--- src/rtl/wb_port_arbiter.sv ---
// Writeback port arbiter: shares one register-file write port between the load-return
// path and a FIFO-buffered ALU result path. Loads have priority, and a streak limit forces ALU progress.
module wb_port_arbiter #(
    parameter int unsigned DEPTH         = 2,
    parameter int unsigned MAX_LD_STREAK = 4
) (
    input  logic        clk,
    input  logic        rst_n,
    input  logic        alu_valid,
    input  logic [4:0]  alu_rd,
    input  logic [31:0] alu_result,
    output logic        alu_ready,
    input  logic        ld_valid,
    input  logic [4:0]  ld_rd,
    input  logic [31:0] ld_data,
    output logic        ld_ready,
    output logic        rf_we,
    output logic [4:0]  rf_wa,
    output logic [31:0] rf_wd,
    output logic        busy
);

    localparam int unsigned PW = (DEPTH > 1) ? $clog2(DEPTH) : 1;
    localparam int unsigned CW = $clog2(DEPTH + 1);
    localparam int unsigned SW = $clog2(MAX_LD_STREAK + 1);

    typedef struct packed {
        logic [4:0]  rd;
        logic [31:0] data;
    } wb_entry_t;

    typedef enum logic {LD_PRI, ALU_FORCE} state_t;

    state_t          state, next_state;
    logic [SW-1:0]   streak, streak_next;
    logic [PW-1:0]   wr_ptr, rd_ptr;
    logic [CW-1:0]   count;
    wb_entry_t       fifo [DEPTH];

    logic            push, pop, bypass, grant;
    wb_entry_t       grant_entry;
    logic            fifo_nonempty;

    assign fifo_nonempty = (count != '0);

    // Grant selection, FIFO handshake and streak tracking
    always_comb begin
        next_state  = state;
        streak_next = streak;
        ld_ready    = 1'b0;
        pop         = 1'b0;
        bypass      = 1'b0;
        grant       = 1'b0;
        grant_entry = '0;
        case (state)
            LD_PRI: begin
                ld_ready = 1'b1;
                if (ld_valid) begin
                    grant       = 1'b1;
                    grant_entry = '{rd: ld_rd, data: ld_data};
                    if (fifo_nonempty) begin
                        streak_next = streak + SW'(1);
                        if (streak_next == SW'(MAX_LD_STREAK)) begin
                            next_state = ALU_FORCE;
                        end
                    end else begin
                        streak_next = '0;
                    end
                end else if (fifo_nonempty) begin
                    pop         = 1'b1;
                    grant       = 1'b1;
                    grant_entry = fifo[rd_ptr];
                    streak_next = '0;
                end else begin
                    streak_next = '0;
                    if (alu_valid) begin
                        bypass      = 1'b1;
                        grant       = 1'b1;
                        grant_entry = '{rd: alu_rd, data: alu_result};
                    end
                end
            end
            ALU_FORCE: begin
                next_state  = LD_PRI;
                streak_next = '0;
                if (fifo_nonempty) begin
                    pop         = 1'b1;
                    grant       = 1'b1;
                    grant_entry = fifo[rd_ptr];
                end
            end
        endcase
        alu_ready = (count < CW'(DEPTH)) || pop;
        push      = alu_valid && alu_ready && !bypass;
    end

    assign busy = fifo_nonempty || rf_we;

    // State, pointers and registered write port
    always_ff @(posedge clk or negedge rst_n) begin
        if (!rst_n) begin
            state  <= LD_PRI;
            streak <= '0;
            wr_ptr <= '0;
            rd_ptr <= '0;
            count  <= '0;
            rf_we  <= 1'b0;
            rf_wa  <= '0;
            rf_wd  <= '0;
        end else begin
            state  <= next_state;
            streak <= streak_next;
            if (push) wr_ptr <= wr_ptr + PW'(1);
            if (pop)  rd_ptr <= rd_ptr + PW'(1);
            count  <= count + CW'(push) - CW'(pop);
            rf_we  <= grant && (grant_entry.rd != 5'd0);
            if (grant && (grant_entry.rd != 5'd0)) begin
                rf_wa <= grant_entry.rd;
                rf_wd <= grant_entry.data;
            end
        end
    end

    // Result storage needs no reset; validity is tracked by count
    always_ff @(posedge clk) begin
        if (push) fifo[wr_ptr] <= '{rd: alu_rd, data: alu_result};
    end

endmodule

--- config.mk ---
export PLATFORM = sky130hd
export DESIGN_NAME = wb_port_arbiter
export DESIGN_NICKNAME = d
export VERILOG_FILES = /design/src/rtl/wb_port_arbiter.sv
export SDC_FILE = /design/constraint.sdc
export NUM_CORES = 1
export LEC_CHECK = 0
export BUFFER_PORTS_ARGS = -buffer_cell sky130_fd_sc_hd__buf_2
export CAP_MARGIN = 20
export CORE_MARGIN = 1.5
export CORE_UTILIZATION = 54
export DETAILED_ROUTE_END_ITERATION = 10
export PLACE_DENSITY_LB_ADDON = 0.15
export SLEW_MARGIN = 20
export SYNTH_ARGS = -nofsm -noshare
export SYNTH_HDL_FRONTEND = slang
export SYNTH_SLANG_ARGS = --single-unit
export TNS_END_PERCENT = 5
--- constraint.sdc ---
create_clock -name clk -period 3.7 [get_ports clk]
set_clock_uncertainty 0.05 [all_clocks]
set_input_delay 0.185 -clock clk [delete_from_list [all_inputs] [get_ports clk]]
set_output_delay 0.185 -clock clk [all_outputs]
set_load 0.01 [all_outputs]
# Word level (Yosys, flattened, before mapping)
# Memory sizes are Yosys's and may differ from the RTL's.
# Index checks and enable logic that the tools add are counted.
[totals]
wordCells = 50
mem_bits_rw = 74
mem_count = 1
reg_bits = 46
input_bits = 78
[classes]
n_reduce_logical = 8
muxes = 25
add_sub_neg = 5
n_eq_ne = 1
bitwise = 1
n_lt_le_gt_ge = 1
[mem_list]
columns = ["memory", "words", "word_bits", "rd", "rd_clocked_by_memory_dff", "wr", "line", "text"]
rows = [
  ["fifo", 2, 37, 1, 0, 1, "38", "wb_entry_t fifo [DEPTH];"],
]
[ops]
columns = ["cell", "count"]
rows = [
  ["37-bit two-way mux", 4],
  ["37-bit one-hot mux with 2 select lines", 1],
  ["1-bit two-way mux", 14],
  ["3-bit two-way mux", 2],
  ["1-bit one-hot mux with 2 select lines", 3],
  ["3-bit one-hot mux with 2 select lines", 1],
  ["5-bit nonzero test", 1],
  ["3-bit by 1-bit adder with 3-bit output (second input constant)", 1],
  ["3-bit == test (second input constant)", 1],
  ["1-bit logical AND", 3],
  ["1-bit adder (second input constant)", 2],
  ["2-bit by 1-bit adder with 2-bit output", 1],
  ["1-bit logical OR", 2],
  ["2-bit < comparator (second input constant)", 1],
  ["2-bit nonzero test", 1],
  ["2-bit by 1-bit subtractor with 2-bit output", 1],
  ["1-bit zero test", 1],
  ["1-bit inverter", 1],
]

# Depth between registers and ports, before layout
[depth]
depth_word = 9
ltp_mapped = 11
ltp_nobuf = 9

# Least setup slack after synthesis
# Ideal clock, no wire load.
[synth_path]
kind = "register -> register"
start = "register state"
end = "memory fifo[0][0] in the netlist's numbering, enable pin"
n_path_buf = 2
path_slack_ns = 0.315
path_stages_with_launch = 8
t_required_ns = 3.219
t_arrival_ns = 2.904
cell_sequence = "dfrtp_1 inv_1 and3_1 buf_2 nor2b_1 clkbuf_1 nand3b_1 nor2_1"
[synth_via]
elab_chain_cells = 7
word_cells_on_any_way = 9
cone_classes = "mux (4); bitwise (1); reduce/logical (4)"
[synth_lines]
columns = ["item", "line", "text"]
rows = [
  ["from (decl)", "34", "state_t state, next_state;"],
  ["from (signal assigned)", "111", "state <= next_state;"],
  ["1-bit inverter", "-", ""],
  ["1-bit one-hot mux with 2 select lines", "55", "case (state)"],
  ["1-bit logical OR", "93", "alu_ready = (count < CW'(DEPTH)) || pop;"],
  ["1-bit logical AND", "94", "push = alu_valid && alu_ready && !bypass;"],
  ["1-bit logical AND (*)", "94", ""],
  ["1-bit two-way mux (*)", "126", "if (push) fifo[wr_ptr] <= '{rd: alu_rd, data: alu_result};"],
  ["1-bit two-way mux (not written as such) (*)", "126", ""],
  ["to (decl)", "38", ""],
]
# Mark *: on every way between the ends. The rest lies on a longest branch, timed or not.

# Worst setup path after layout
[layout_path]
start = "register state"
end = "register rf_wd[0]"
[layout_via]
elab_chain_cells = 4
word_cells_on_any_way = 5
cone_classes = "mux (2); bitwise (1); reduce/logical (2)"
[layout_lines]
columns = ["item", "line", "text"]
rows = [
  ["1-bit inverter", "-", ""],
  ["37-bit one-hot mux with 2 select lines", "55", ""],
  ["5-bit nonzero test", "117", "if (grant && (grant_entry.rd != 5'd0)) begin"],
  ["1-bit logical AND", "117", ""],
  ["to (signal assigned)", "119", "rf_wd <= grant_entry.data;"],
  ["to (decl)", "19", "output logic [31:0] rf_wd,"],
]
# Several ways; a longest one is shown, not always the timed one.
# A chain may end at the register's enable or synchronous reset.

==> metrics.csv <==
stage,metric,value,unit
outcome,status,"finished, final reports clean",
logic_synthesis,postSynthRegisterBits,120,
logic_synthesis,seq_area_frac_synth,0.654,
clock_tree,worst_skew_pair.late_latency,0.50,ns
floorplanning,starting_density_of_the_core,0.558,
logic_synthesis,async_flop_share,0.383,
global_routing,grt_util_all_layers,0.247,
logic_synthesis,synth.net_count,446,
worst_setup_path,timing.critical_path.slowest_stage_cell,sky130_fd_sc_hd__and2b_2,
global_routing,grt_pass1_wl,18700,µm
logic_synthesis,synth_enable_flop_cells,74,
timing,fmax,337,MHz
power,power_per_standard_cell_area,717,mW/mm²
timing,post-route-period-util,0.802,
drt,drtIter0Drc,239,
worst_setup_path,rr_worst_depth,8,
logic_synthesis,synth.yosys.warnings,0,
logic_synthesis,synthDominantAreaCellType,sky130_fd_sc_hd__edfxtp_1,
logic_synthesis,yosys_most_used_dff,sky130_fd_sc_hd__edfxtp_1,
timing,setup_viol,0,
placed_design,buffer_ports.inserted,118,
global_routing,first_global_vias,3766,
worst_setup_path,arrival,3.33,ns
clock_tree,tritoncts,built,
drt,drt-vias-per-instance,5.35,
worst_setup_path,critical-path-top-delay-family,simple AND/OR/NAND/NOR gates,
worst_setup_path,worst_path_most_repeated_cell,sky130_fd_sc_hd__buf_4,
clock_tree,cts-root-buf,sky130_fd_sc_hd__clkbuf_8,
logic_synthesis,synth_area,0.00516,mm²
worst_setup_path,timing.critical_path.to_type,flip-flop,
worst_setup_path,r2r_slack,0.73,ns
power,vdd_drop_max,410,µV
floorplanning,design.die.area,0.0101,mm²
clock_tree,cts_max_path_buffers,2,
timing,report.final.slew_viol_count,0,
timing,slew_headroom,0.654,
logic_synthesis,postSynthCellCount,364,
timing,shortest_period_the_worst_path_allows,2.97,ns
clock_tree,tritoncts.num_buffers,17,
worst_setup_path,max_stage_delay,0.52,ns
drt,drc,0,
logic_synthesis,synthTopCellsByArea,"sky130_fd_sc_hd__edfxtp_1 (43%), sky130_fd_sc_hd__dfrtp_1 (22%), sky130_fd_sc_hd__mux2i_1 (6.4%)",
drt,detail_route.wl_per_cell,17.3,µm
min_path,min_path_type,primary input to flip-flop,
finish,postLayoutCoreUtil,0.757,
finish,finalInstanceArea,0.00699,mm²
worst_setup_path,critical_path.cell_chain,"nand2b_1, buf_4, o21ai_0, o32ai_1, nor4_2, and2b_2, buf_4, mux2i_1",
timing,worst-slew-pin-transition,0.518,ns
finish,inserted_diodes,0,
drt,antenna_left,0,
placed_design,detailed_place.area,0.00587,mm²
timing,rsz0062_at_grt,no,
finish,nets_final,624,
drt,firstDrtPassIters,6,
floorplanning,die_x,101,µm
timing,finalHoldViolations,0,
power,p_leak,0.00293,µW
floorplanning,fp.coreArea,0.00924,mm²
floorplanning,top_level_ports,119,
min_path,timing.hold.worst_endpoint,rf_wd[0]$_DFFE_PN0P_,
run,max_cap_viol_count,0,
finish,share_of_final_layout_standard_cells_stronger_than_drive_strength_1,0.357,
timing,tns,0,ns
timing,whs,0.00877,ns
placed_design,dp.final_hpwl,7080,µm
min_path,hold_depth,3,
timing,fin_ws,0.733,ns
worst_setup_path,worstSetupPathType,flip-flop to flip-flop,
logic_synthesis,synth_top_area_frac,0.431,
clock_tree,clk_pin_slew_worst_paths,0.06,ns
worst_setup_path,r2r_start,state$_DFF_PN0_,
clock_tree,post-cts-setup-buffers,0,
placed_design,final_replace_weighted_congestion,0.787,
clock_tree,clock_tree.htree_level_count,4,
global_routing,antenna_found_initial,0,
worst_setup_path,critPathBufInv,2,
logic_synthesis,ys_types,33,
worst_setup_path,worst-path-max-fanout,36,
finish,areaGrowthSynthToFinish,35.5,%
clock_tree,numClockSinks,120,
floorplanning,die_y,101,µm
floorplanning,std_cell_rows,35,
worst_setup_path,cp.required,4.07,ns
global_routing,grt-ovfl-total,0,
min_path,hold_path_startpoint,ld_data[0],
worst_setup_path,r2r-end,rf_wd[0]$_DFFE_PN0P_,
global_routing,grt_start_max_net_pins,37,
drt,route.vias.total,3656,
logic_synthesis,synthesis.area_per_instance,14.2,µm²
placed_design,dpl_worst_slack,0.792,ns
drt,post_route_wl,11800,µm
worst_setup_path,setup.worst_path.start_class,flip-flop,
-- synthesized netlist by cell type (2+ instances only) --
master                     instances
sky130_fd_sc_hd__nor2_1           42
sky130_fd_sc_hd__buf_6             6
sky130_fd_sc_hd__ha_1              4
sky130_fd_sc_hd__a222oi_1         16
sky130_fd_sc_hd__o21ai_0           4
sky130_fd_sc_hd__mux2_4            9
sky130_fd_sc_hd__mux2i_1          33
sky130_fd_sc_hd__a21o_1            4
sky130_fd_sc_hd__inv_1            21
sky130_fd_sc_hd__a31oi_1           4
sky130_fd_sc_hd__edfxtp_1         74
sky130_fd_sc_hd__xnor2_1           3
sky130_fd_sc_hd__clkbuf_1         11
sky130_fd_sc_hd__nor3_1            2
sky130_fd_sc_hd__mux2_2           26
sky130_fd_sc_hd__a21oi_1          34
sky130_fd_sc_hd__o32ai_1           4
sky130_fd_sc_hd__and2b_1           2
sky130_fd_sc_hd__buf_2             4
sky130_fd_sc_hd__dfrtp_1          46
sky130_fd_sc_hd__and3_1            3
-- where the power goes --
part / internal [µW] / total (µW) / switching, µW / leakage [µW]
clock: 1070 / 1620 / 549 / 0.000289
combinational: 659 / 1420 / 763 / 0.00141
sequential: 1800 / 1970 / 176 / 0.00123
-- final cells by class --
cell class	instances	area [µm²]
multi-input cells	200	1570
inverters	21	78.8
well taps	129	161
fillers	592	2250
clock inverters	10	124
flip-flops and latches	120	3370
repair buffers	182	1220
clock buffers	22	463
-- cells in the final DEF, fill, tap and decap left out, types with 9 or more instances in the layout --
master and n:
sky130_fd_sc_hd__mux2i_1 33, sky130_fd_sc_hd__buf_4 10, sky130_fd_sc_hd__edfxtp_1 74, sky130_fd_sc_hd__dfrtp_1 45
sky130_fd_sc_hd__mux2_2 26, sky130_fd_sc_hd__clkbuf_16 16, sky130_fd_sc_hd__mux2_4 9, sky130_fd_sc_hd__buf_2 118
sky130_fd_sc_hd__a21oi_1 34, sky130_fd_sc_hd__inv_1 21, sky130_fd_sc_hd__a222oi_1 16, sky130_fd_sc_hd__nor2_1 39
sky130_fd_sc_hd__dlygate4sd3_1 53
-- logic make-up after synthesis --
logic type,synth area share
flops,0.654
mux,0.149
compound gates,0.0871
simple gates,0.0485
buf+inv,0.0449
xor+xnor,0.00679
fa+ha+maj,0.00970
-- per-layer routing --
| metal | track usage | up-vias | part of all wire |
|---|---|---|---|
| met4 | 0.0791 | 0 | 0.010 |
| met3 | 0.0513 | 14 | 0.070 |
| li1 | - | 1715 | - |
| met2 | 0.420 | 164 | 0.50 |
| met1 | 0.318 | 1763 | 0.42 |
| met5 | 0 | - | 0 |
-- worst min-delay path: stages --
cell and delay (ns):
sky130_fd_sc_hd__buf_2 0.07, sky130_fd_sc_hd__a222oi_1 0.09, sky130_fd_sc_hd__mux2i_1 0.15
-- what timing repair did --
action,CTS,global route
resized for setup,0,0
hold buffers,53,0
endpoints found under the hold margin,105,0
-- worst max path at each step --
stage | slack, ns | start | endpoint | depth (start not counted)
after floorplan | 0.31 | state$_DFF_PN0_ | fifo[0][0]$_DFFE_PP_ | 7
after global placement | 0.91 | state$_DFF_PN0_ | rf_wd[28]$_DFFE_PN0P_ | 8
after detailed placement | 0.79 | state$_DFF_PN0_ | rf_wd[1]$_DFFE_PN0P_ | 8
after CTS | 0.74 | state$_DFF_PN0_ | rf_wd[0]$_DFFE_PN0P_ | 8
after global routing | 0.54 | state$_DFF_PN0_ | rf_wd[8]$_DFFE_PN0P_ | 8
final | 0.73 | state$_DFF_PN0_ | rf_wd[0]$_DFFE_PN0P_ | 8
-- registers in the layout (all words and copies together) (netlist names) --
register  cells
rf_wd        32
state         1
fifo         74
count         2
streak        3
rf_we         1
rf_wa         5
rd_ptr        1
wr_ptr        1
-- metrics by stage --
stage	std cells	total power (µW)
finish	684	5010
global route	684	5270
CTS	684	5040
detailed placement	599	3360
global placement	599	3320
floorplan	364	2890
Power figures use the tool's default switching activity.
